--- src/rtl/icache_controller_pkg.sv ---
// -----------------------------------------------------------------------------
// icache_controller_pkg
// Shared geometry, types and helpers for the direct-mapped instruction cache.
// Address layout (byte address): { tag | index | word select | byte (2 bits) }.
// No ports (package).
// -----------------------------------------------------------------------------
package icache_controller_pkg;

    localparam int ADDR_WIDTH  = 32;
    localparam int INST_WIDTH  = 32;
    localparam int BLOCKS      = 4;    // instructions per line, power of 2
    localparam int SETS        = 16;   // lines in the cache, power of 2

    localparam int WORD_BITS   = $clog2(BLOCKS);
    localparam int OFFSET_BITS = $clog2(BLOCKS * 4);
    localparam int INDEX_BITS  = $clog2(SETS);
    localparam int TAG_BITS    = ADDR_WIDTH - OFFSET_BITS - INDEX_BITS;

    typedef logic [TAG_BITS-1:0]   tag_t;
    typedef logic [INDEX_BITS-1:0] index_t;
    typedef logic [WORD_BITS-1:0]  word_sel_t;
    typedef logic [INST_WIDTH-1:0] inst_t;
    typedef inst_t [BLOCKS-1:0]    line_t;

    localparam word_sel_t LAST_WORD = word_sel_t'(BLOCKS - 1);

    typedef enum logic [1:0] {
        IDLE,
        FILL,
        UPDATE
    } state_t;

    // Word-aligned memory address of one word inside a line.
    function automatic logic [ADDR_WIDTH-1:0] word_addr(tag_t tag, index_t index, word_sel_t sel);
        return {tag, index, sel, 2'b00};
    endfunction

endpackage

--- src/rtl/icache_controller_if.sv ---
// -----------------------------------------------------------------------------
// icache_controller_if
// Fetch-side bus between the IF stage (master) and the instruction cache
// (slave).
//   addr : byte address of the requested instruction (master -> slave)
//   re   : read request                              (master -> slave)
//   inst : whole line containing addr                (slave -> master)
//   busy : request not served this cycle             (slave -> master)
// -----------------------------------------------------------------------------
interface icache_controller_if;
    import icache_controller_pkg::*;

    logic [ADDR_WIDTH-1:0] addr;
    logic                  re;
    line_t                 inst;
    logic                  busy;

    modport master (output addr, output re, input inst, input busy);
    modport slave  (input addr, input re, output inst, output busy);

endinterface

--- src/rtl/icache_controller_storage.sv ---
// -----------------------------------------------------------------------------
// icache_controller_storage
// Tag, valid and data arrays of the cache.
//   clk, rst_n   : clock, asynchronous active-low reset (clears valid bits only)
//   rd_index     : combinational read port index
//   rd_valid/rd_tag/rd_line : contents of line rd_index
//   wr_en        : write tag and data of line wr_index at the next edge
//   set_valid    : together with wr_en, mark line wr_index valid
//   inv_all      : clear every valid bit at the next edge (wins over set_valid)
// -----------------------------------------------------------------------------
module icache_controller_storage
    import icache_controller_pkg::*;
(
    input  logic   clk,
    input  logic   rst_n,
    input  index_t rd_index,
    output logic   rd_valid,
    output tag_t   rd_tag,
    output line_t  rd_line,
    input  logic   wr_en,
    input  index_t wr_index,
    input  tag_t   wr_tag,
    input  line_t  wr_line,
    input  logic   set_valid,
    input  logic   inv_all
);

    logic [SETS-1:0] valid;
    tag_t            tag_mem  [SETS];
    line_t           data_mem [SETS];

    // NOTE: sequential state is always assigned with <= so every flop samples
    // the pre-edge values regardless of statement order.
    always_ff @(posedge clk or negedge rst_n) begin
        if (!rst_n) begin
            valid <= '0;
        end else if (inv_all) begin
            valid <= '0;
        end else if (wr_en && set_valid) begin
            valid[wr_index] <= 1'b1;
        end
    end

    // NOTE: tag and data arrays carry no reset; the valid bits alone decide
    // whether their contents mean anything, which keeps them plain RAM.
    always_ff @(posedge clk) begin
        if (wr_en) begin
            tag_mem[wr_index]  <= wr_tag;
            data_mem[wr_index] <= wr_line;
        end
    end

    assign rd_valid = valid[rd_index];
    assign rd_tag   = tag_mem[rd_index];
    assign rd_line  = data_mem[rd_index];

endmodule

--- src/rtl/icache_controller.sv ---
// -----------------------------------------------------------------------------
// icache_controller
// Direct-mapped instruction cache. Hits are served in the request cycle;
// a miss fills the line word by word from instruction memory, installs it in
// one extra cycle and then returns to lookup.
//   i_clock, i_reset : clock, asynchronous active-low reset
//   cacheBus         : fetch bus, slave side (addr/re in, inst/busy out)
//   o_mem_addr       : word-aligned memory read address
//   o_mem_re         : memory read request, held until i_mem_ack
//   i_mem_rdata      : memory read data, valid with i_mem_ack
//   i_mem_ack        : memory read completes this cycle
//   i_invalidate     : one-cycle pulse, invalidate the whole cache
// -----------------------------------------------------------------------------
module icache_controller
    import icache_controller_pkg::*;
(
    input  logic                  i_clock,
    input  logic                  i_reset,
    icache_controller_if.slave    cacheBus,
    output logic [ADDR_WIDTH-1:0] o_mem_addr,
    output logic                  o_mem_re,
    input  inst_t                 i_mem_rdata,
    input  logic                  i_mem_ack,
    input  logic                  i_invalidate
);

    state_t    state_q, state_d;
    word_sel_t cnt_q;
    logic      inv_pending_q;
    tag_t      cap_tag_q;
    index_t    cap_index_q;
    line_t     line_buf_q;

    tag_t      req_tag;
    index_t    req_index;
    logic      unused_offset;

    logic      rd_valid;
    tag_t      rd_tag;
    line_t     rd_line;
    logic      hit;

    logic      busy;
    logic      start_fill;
    logic      word_done;
    logic      last_word;
    logic      install;
    logic      set_valid;
    logic      inv_all;

    assign req_tag       = cacheBus.addr[ADDR_WIDTH-1 -: TAG_BITS];
    assign req_index     = cacheBus.addr[OFFSET_BITS +: INDEX_BITS];
    assign unused_offset = ^cacheBus.addr[OFFSET_BITS-1:0];

    icache_controller_storage u_storage (
        .clk       (i_clock),
        .rst_n     (i_reset),
        .rd_index  (req_index),
        .rd_valid  (rd_valid),
        .rd_tag    (rd_tag),
        .rd_line   (rd_line),
        .wr_en     (install),
        .wr_index  (cap_index_q),
        .wr_tag    (cap_tag_q),
        .wr_line   (line_buf_q),
        .set_valid (set_valid),
        .inv_all   (inv_all)
    );

    assign hit = rd_valid && (rd_tag == req_tag);

    always_ff @(posedge i_clock or negedge i_reset) begin
        if (!i_reset) begin
            state_q <= IDLE;
        end else begin
            state_q <= state_d;
        end
    end

    // NOTE: every output of this block gets a default before the case, so no
    // path leaves a signal unassigned and no latch is inferred.
    always_comb begin
        state_d    = state_q;
        busy       = 1'b1;
        start_fill = 1'b0;
        word_done  = 1'b0;
        last_word  = 1'b0;
        install    = 1'b0;
        set_valid  = 1'b0;
        inv_all    = 1'b0;
        unique case (state_q)
            IDLE: begin
                // Lookup sees the valid bits from before a same-cycle invalidate.
                busy       = cacheBus.re && !hit;
                start_fill = cacheBus.re && !hit;
                inv_all    = i_invalidate;
                if (start_fill) begin
                    state_d = FILL;
                end
            end
            FILL: begin
                if (i_mem_ack) begin
                    word_done = 1'b1;
                    if (cnt_q == LAST_WORD) begin
                        last_word = 1'b1;
                        state_d   = UPDATE;
                    end
                end
            end
            UPDATE: begin
                // An invalidate seen during the fill still installs the data,
                // but leaves the whole cache (this line included) invalid.
                install   = 1'b1;
                inv_all   = inv_pending_q || i_invalidate;
                set_valid = !(inv_pending_q || i_invalidate);
                state_d   = IDLE;
            end
            default: state_d = IDLE;
        endcase
    end

    always_ff @(posedge i_clock or negedge i_reset) begin
        if (!i_reset) begin
            cnt_q         <= '0;
            o_mem_re      <= 1'b0;
            o_mem_addr    <= '0;
            inv_pending_q <= 1'b0;
        end else begin
            if (start_fill) begin
                cnt_q         <= '0;
                o_mem_re      <= 1'b1;
                o_mem_addr    <= word_addr(req_tag, req_index, '0);
                inv_pending_q <= 1'b0;
            end
            if (state_q == FILL && i_invalidate) begin
                inv_pending_q <= 1'b1;
            end
            if (word_done) begin
                if (last_word) begin
                    cnt_q    <= '0;
                    o_mem_re <= 1'b0;
                end else begin
                    // Request stays up, so the next word can be acked at once.
                    cnt_q      <= cnt_q + 1'b1;
                    o_mem_addr <= word_addr(cap_tag_q, cap_index_q, word_sel_t'(cnt_q + 1'b1));
                end
            end
            if (install) begin
                inv_pending_q <= 1'b0;
            end
        end
    end

    // Captured address and line buffer are fully rewritten by every fill.
    always_ff @(posedge i_clock) begin
        if (start_fill) begin
            cap_tag_q   <= req_tag;
            cap_index_q <= req_index;
        end
        if (word_done) begin
            line_buf_q[cnt_q] <= i_mem_rdata;
        end
    end

    assign cacheBus.busy = busy;
    assign cacheBus.inst = rd_line;

endmodule

--- src/flat_wrapper.sv ---
// flat-port wrapper written by rule: the top's interface ports become plain ports
module icache_controller_flat import icache_controller_pkg::*;
  (i_clock, i_reset, o_mem_addr, o_mem_re, i_mem_rdata, i_mem_ack, i_invalidate, cacheBus_addr, cacheBus_re, cacheBus_inst, cacheBus_busy);
  icache_controller_if cacheBus_i ();
  input  logic i_clock;
  input  logic i_reset;
  output logic [ADDR_WIDTH-1:0] o_mem_addr;
  output logic o_mem_re;
  input  inst_t i_mem_rdata;
  input  logic i_mem_ack;
  input  logic i_invalidate;
  input wire logic [$bits(cacheBus_i.addr)-1:0] cacheBus_addr;
  input wire logic [$bits(cacheBus_i.re)-1:0] cacheBus_re;
  output wire logic [$bits(cacheBus_i.inst)-1:0] cacheBus_inst;
  output wire logic [$bits(cacheBus_i.busy)-1:0] cacheBus_busy;
  assign cacheBus_i.addr = cacheBus_addr;
  assign cacheBus_i.re = cacheBus_re;
  assign cacheBus_inst = cacheBus_i.inst;
  assign cacheBus_busy = cacheBus_i.busy;
  icache_controller u_core (.i_clock(i_clock), .i_reset(i_reset), .cacheBus(cacheBus_i), .o_mem_addr(o_mem_addr), .o_mem_re(o_mem_re), .i_mem_rdata(i_mem_rdata), .i_mem_ack(i_mem_ack), .i_invalidate(i_invalidate));
endmodule
--- config.mk ---
export PLATFORM = sky130hd
export DESIGN_NAME = icache_controller_flat
export DESIGN_NICKNAME = d
export VERILOG_FILES = /design/src/rtl/icache_controller_pkg.sv /design/src/rtl/icache_controller_if.sv /design/src/rtl/icache_controller_storage.sv /design/src/rtl/icache_controller.sv /design/src/flat_wrapper.sv
export SDC_FILE = /design/constraint.sdc
export NUM_CORES = 2
export LEC_CHECK = 0
export ABC_AREA = 1
export CAP_MARGIN = 20
export CELL_PAD_IN_SITES_DETAIL_PLACEMENT = 1
export CELL_PAD_IN_SITES_GLOBAL_PLACEMENT = 1
export CORE_MARGIN = 3
export CORE_UTILIZATION = 35
export CTS_CLUSTER_SIZE = 20
export DETAILED_ROUTE_END_ITERATION = 10
export PLACE_DENSITY_LB_ADDON = 0.1
export SETUP_SLACK_MARGIN = 0.3
export SLEW_MARGIN = 20
export SYNTH_ARGS = -nofsm -noshare
export SYNTH_HDL_FRONTEND = slang
export SYNTH_HIERARCHICAL = 1
export SYNTH_SLANG_ARGS = --single-unit
export TNS_END_PERCENT = 100
--- constraint.sdc ---
create_clock -name i_clock -period 26.6 [get_ports i_clock]
set_input_delay 2.66 -clock i_clock [delete_from_list [all_inputs] [get_ports i_clock]]
set_output_delay 2.66 -clock i_clock [all_outputs]
set_load 0.01 [all_outputs]
==> metrics.txt <==
maximum VDD drop=0.0520 mV; number of global-route vias before repair=74301; Initial DRT Pass Iterations=5; H-tree depth=5; Post-synth top cells=nand2_1 (3454), edfxtp_1 (2588), nand3_1 (1817), inv_1 (1169), buf_2 (231); # Post-CTS Setup Buffers=0; NumNets Final=9982; WL per Instance=24.4 um; worst hold slack=0.496 ns; core area=0.310 mm^2; crit path launch type=input port; PwrDens=76.7 mW/mm^2; worst reg2reg setup slack=22.40 ns; clock buffer depth=4; worst hold path type=register to register; first-pass GRT wire length=505000 um; fin crit period=10.70 ns; Slew HR=18.9%; Worst-Skew Late Latency=0.91 ns; r2r startpoint=u_core/state_q[0]; GRT Total Usage=21.5%; critical-path maximum fanout=240; routability congestion estimate=0.718; Worst Path Required=23.94 ns; clk_skew=0.0382 ns; Final ANT Viol Nets=0; worst-path cell chain=buf_8 -> inv_16 -> buf_4 -> buf_4 -> nand2_1 -> nand2_1 -> nand2_1 -> nand3_1 -> nand3_1 -> nand2_1 -> inv_1 -> nand2_1 -> nand2_1 -> nor2_1 -> nand3_1 -> nor2_2 -> nand3_4 -> nand2_1 -> nand2_1 -> clkdlybuf4s50_1; largest net degree at the start of global routing=241; Die ar.=0.319 mm^2; initial antenna violation count=29; Ports=231; # DRC=0; WHS Endpoint=u_core/o_mem_addr[0]; f_max=0.0935 GHz; initial DRC count=4725; Avg Vias per Cell=5.01; area leader, netlist=edfxtp_1; most frequent cell after synthesis=nand2_1; Mapped Cells=9766; Synth-to-Final Area Change=14.1%; CP Launch Point=cacheBus_addr[4]; r2r worst-path depth=8; Chip Height=565 um; overall routed net length=349000 um; hold buffer count at cts=0; CTS sink count=2642; Hold Vio Cnt, Final=0; post-DP HPWL=171000 um; HP Start=u_core/o_mem_addr[0]; YS warnings=6; initial core utilization=35.3%; most common flop cell mapped by yosys=edfxtp_1; Synth cell types=29; Worst-path clk slew=0.05 ns; Max-cap violations=0; max-slew violation count=0; Die W=565 um; Setup Viol. Count Final=0; cell repeated most along the worst path=nand2_1; reg2reg end=u_core/u_storage/data_mem[3][67]; pre-CTS setup slack=15.83 ns; Worst-Margin Slew=1.22 ns; CTS Root Cell=clkbuf_16; max incr delay on CP=0.93 ns; total grt overflow=0; sequential share of the synthesized area=72.3%; critical path arrival=8.04 ns; PortBufs=226; FF+latch count, synth=2642; TritonCTS buffer count=308; CTS tree=built; Crit-path slowest cell=buf_4; Setup CP Type=input port to output port; PostCTS Resize Cnt=0; top post-synthesis cells by area=edfxtp_1 (71%), nand2_1 (12%), nand3_1 (8.3%); status=completed; Syn Area/Cell=11.2 um^2; final critical-path setup slack=15.90 ns; Leak=49.1 nW; Synth top area share=71.1%; Placement Cell Area=0.115 mm^2; DR vias=71615; Setup TNS=0 ns; post-synthesis cell area=0.109 mm^2; crit share post-route=40.2%; hold path cells=2; Finished Cell Area=0.125 mm^2; Power Total=9.57 mW; Post-synth EDFFs=2588; Post-Syn Nets=9839; RSZ-0062 raised after global routing=false; Std-Cell Rows=204; ys async rst share=2.04%; Crit. End Element=output port; fraction of layout cells with a size suffix above 1=5.93%
## worst max-delay path by stage
| stage | endpoint | slack, ns | cells after the start |
|---|---|---|---|
| after floorplan | u_core/u_storage/data_mem[0][0] | 14.56 | 6 |
| after global placement | cacheBus_busy | 15.86 | 18 |
| after global routing | cacheBus_busy | 15.46 | 18 |
| after detailed placement | cacheBus_busy | 15.83 | 18 |
| after CTS | cacheBus_busy | 15.83 | 18 |
| final | cacheBus_busy | 15.90 | 20 |
## per-layer routing
layer  part of all wire (%)  GRT usage (%)  wire length [um]
met1                     44           28.6            155000
met2                     48           36.3            169000
met3                    4.0           2.84             13800
met4                    3.2           7.13             11300
met5                  0.018              0                62
## area by class of cell
| class | instances | area, um^2 |
|---|---|---|
| fillers | 33278 | 185000 |
| clock inverters | 166 | 1370 |
| diodes | 20 | 50.0 |
| multi-input cells | 5420 | 23100 |
| clock buffers | 389 | 8120 |
| inverters | 1177 | 4470 |
| well taps | 4120 | 5150 |
| repair buffers | 360 | 3520 |
| flip-flops and latches | 2642 | 79100 |
## cell families (layout without fill, tap and decap cells)
logic type / count (synthesis) / after routing / share of synthesized area, %
compound gates: 30 / 30 / 0.176
xor+xnor: 4 / 4 / 0.0320
fa+ha+maj: 4 / 4 / 0.0458
buf+inv: 1704 / 2092 / 6.71
flops: 2642 / 2642 / 72.3
other cells: 0 / 20 / 0
simple gates: 5382 / 5382 / 20.7
## power by group
part | leakage [nW] | switching (mW) | internal, mW
registers | 24.0 | 0.140 | 4.73
clock network | 4.62 | 1.72 | 2.28
logic | 20.6 | 0.484 | 0.214
total | 49.1 | 2.34 | 7.23
## sequential cells by signal (all words and copies together) (netlist names)
register                   flops
u_core/o_mem_addr             32
u_core/u_storage/tag_mem     384
u_core/inv_pending_q           1
u_core/u_storage/data_mem   2048
u_core/state_q                 2
u_core/u_storage/valid        16
u_core/line_buf_q            128
u_core/o_mem_re                1
u_core/cnt_q                   2
u_core/cap_index_q             4
u_core/cap_tag_q              24
## stage by stage
stage               utilization, %  std cells
finish                        40.3      14294
global route                  40.3      14290
CTS                           40.3      14273
detailed placement            37.2      13718
global placement              37.2      13718
floorplan                        -       9766
## cell usage in the layout, fill, tap and decap left out, types with 15 or more instances in the layout
master,Yosys,routed
clkbuf_1,125,74
buf_4,58,115
clkdlybuf4s50_1,0,220
nand4_1,28,28
nor2_1,26,20
nand3_1,1817,1817
buf_12,0,18
nor3_2,0,15
clkbuf_16,0,311
clkinv_1,0,89
diode_2,0,20
edfxtp_1,2588,2588
clkinv_2,0,41
inv_1,1169,1169
or2_2,25,25
dfrtp_1,54,54
nand2_1,3454,3454
## worst max-delay path, delay by kind of cell
family	cells	cell delay [ns]
and+or+nand+nor	14	1.81
buffers and inverters	6	3.35
No activity file was read; power rests on OpenSTA's default activity.
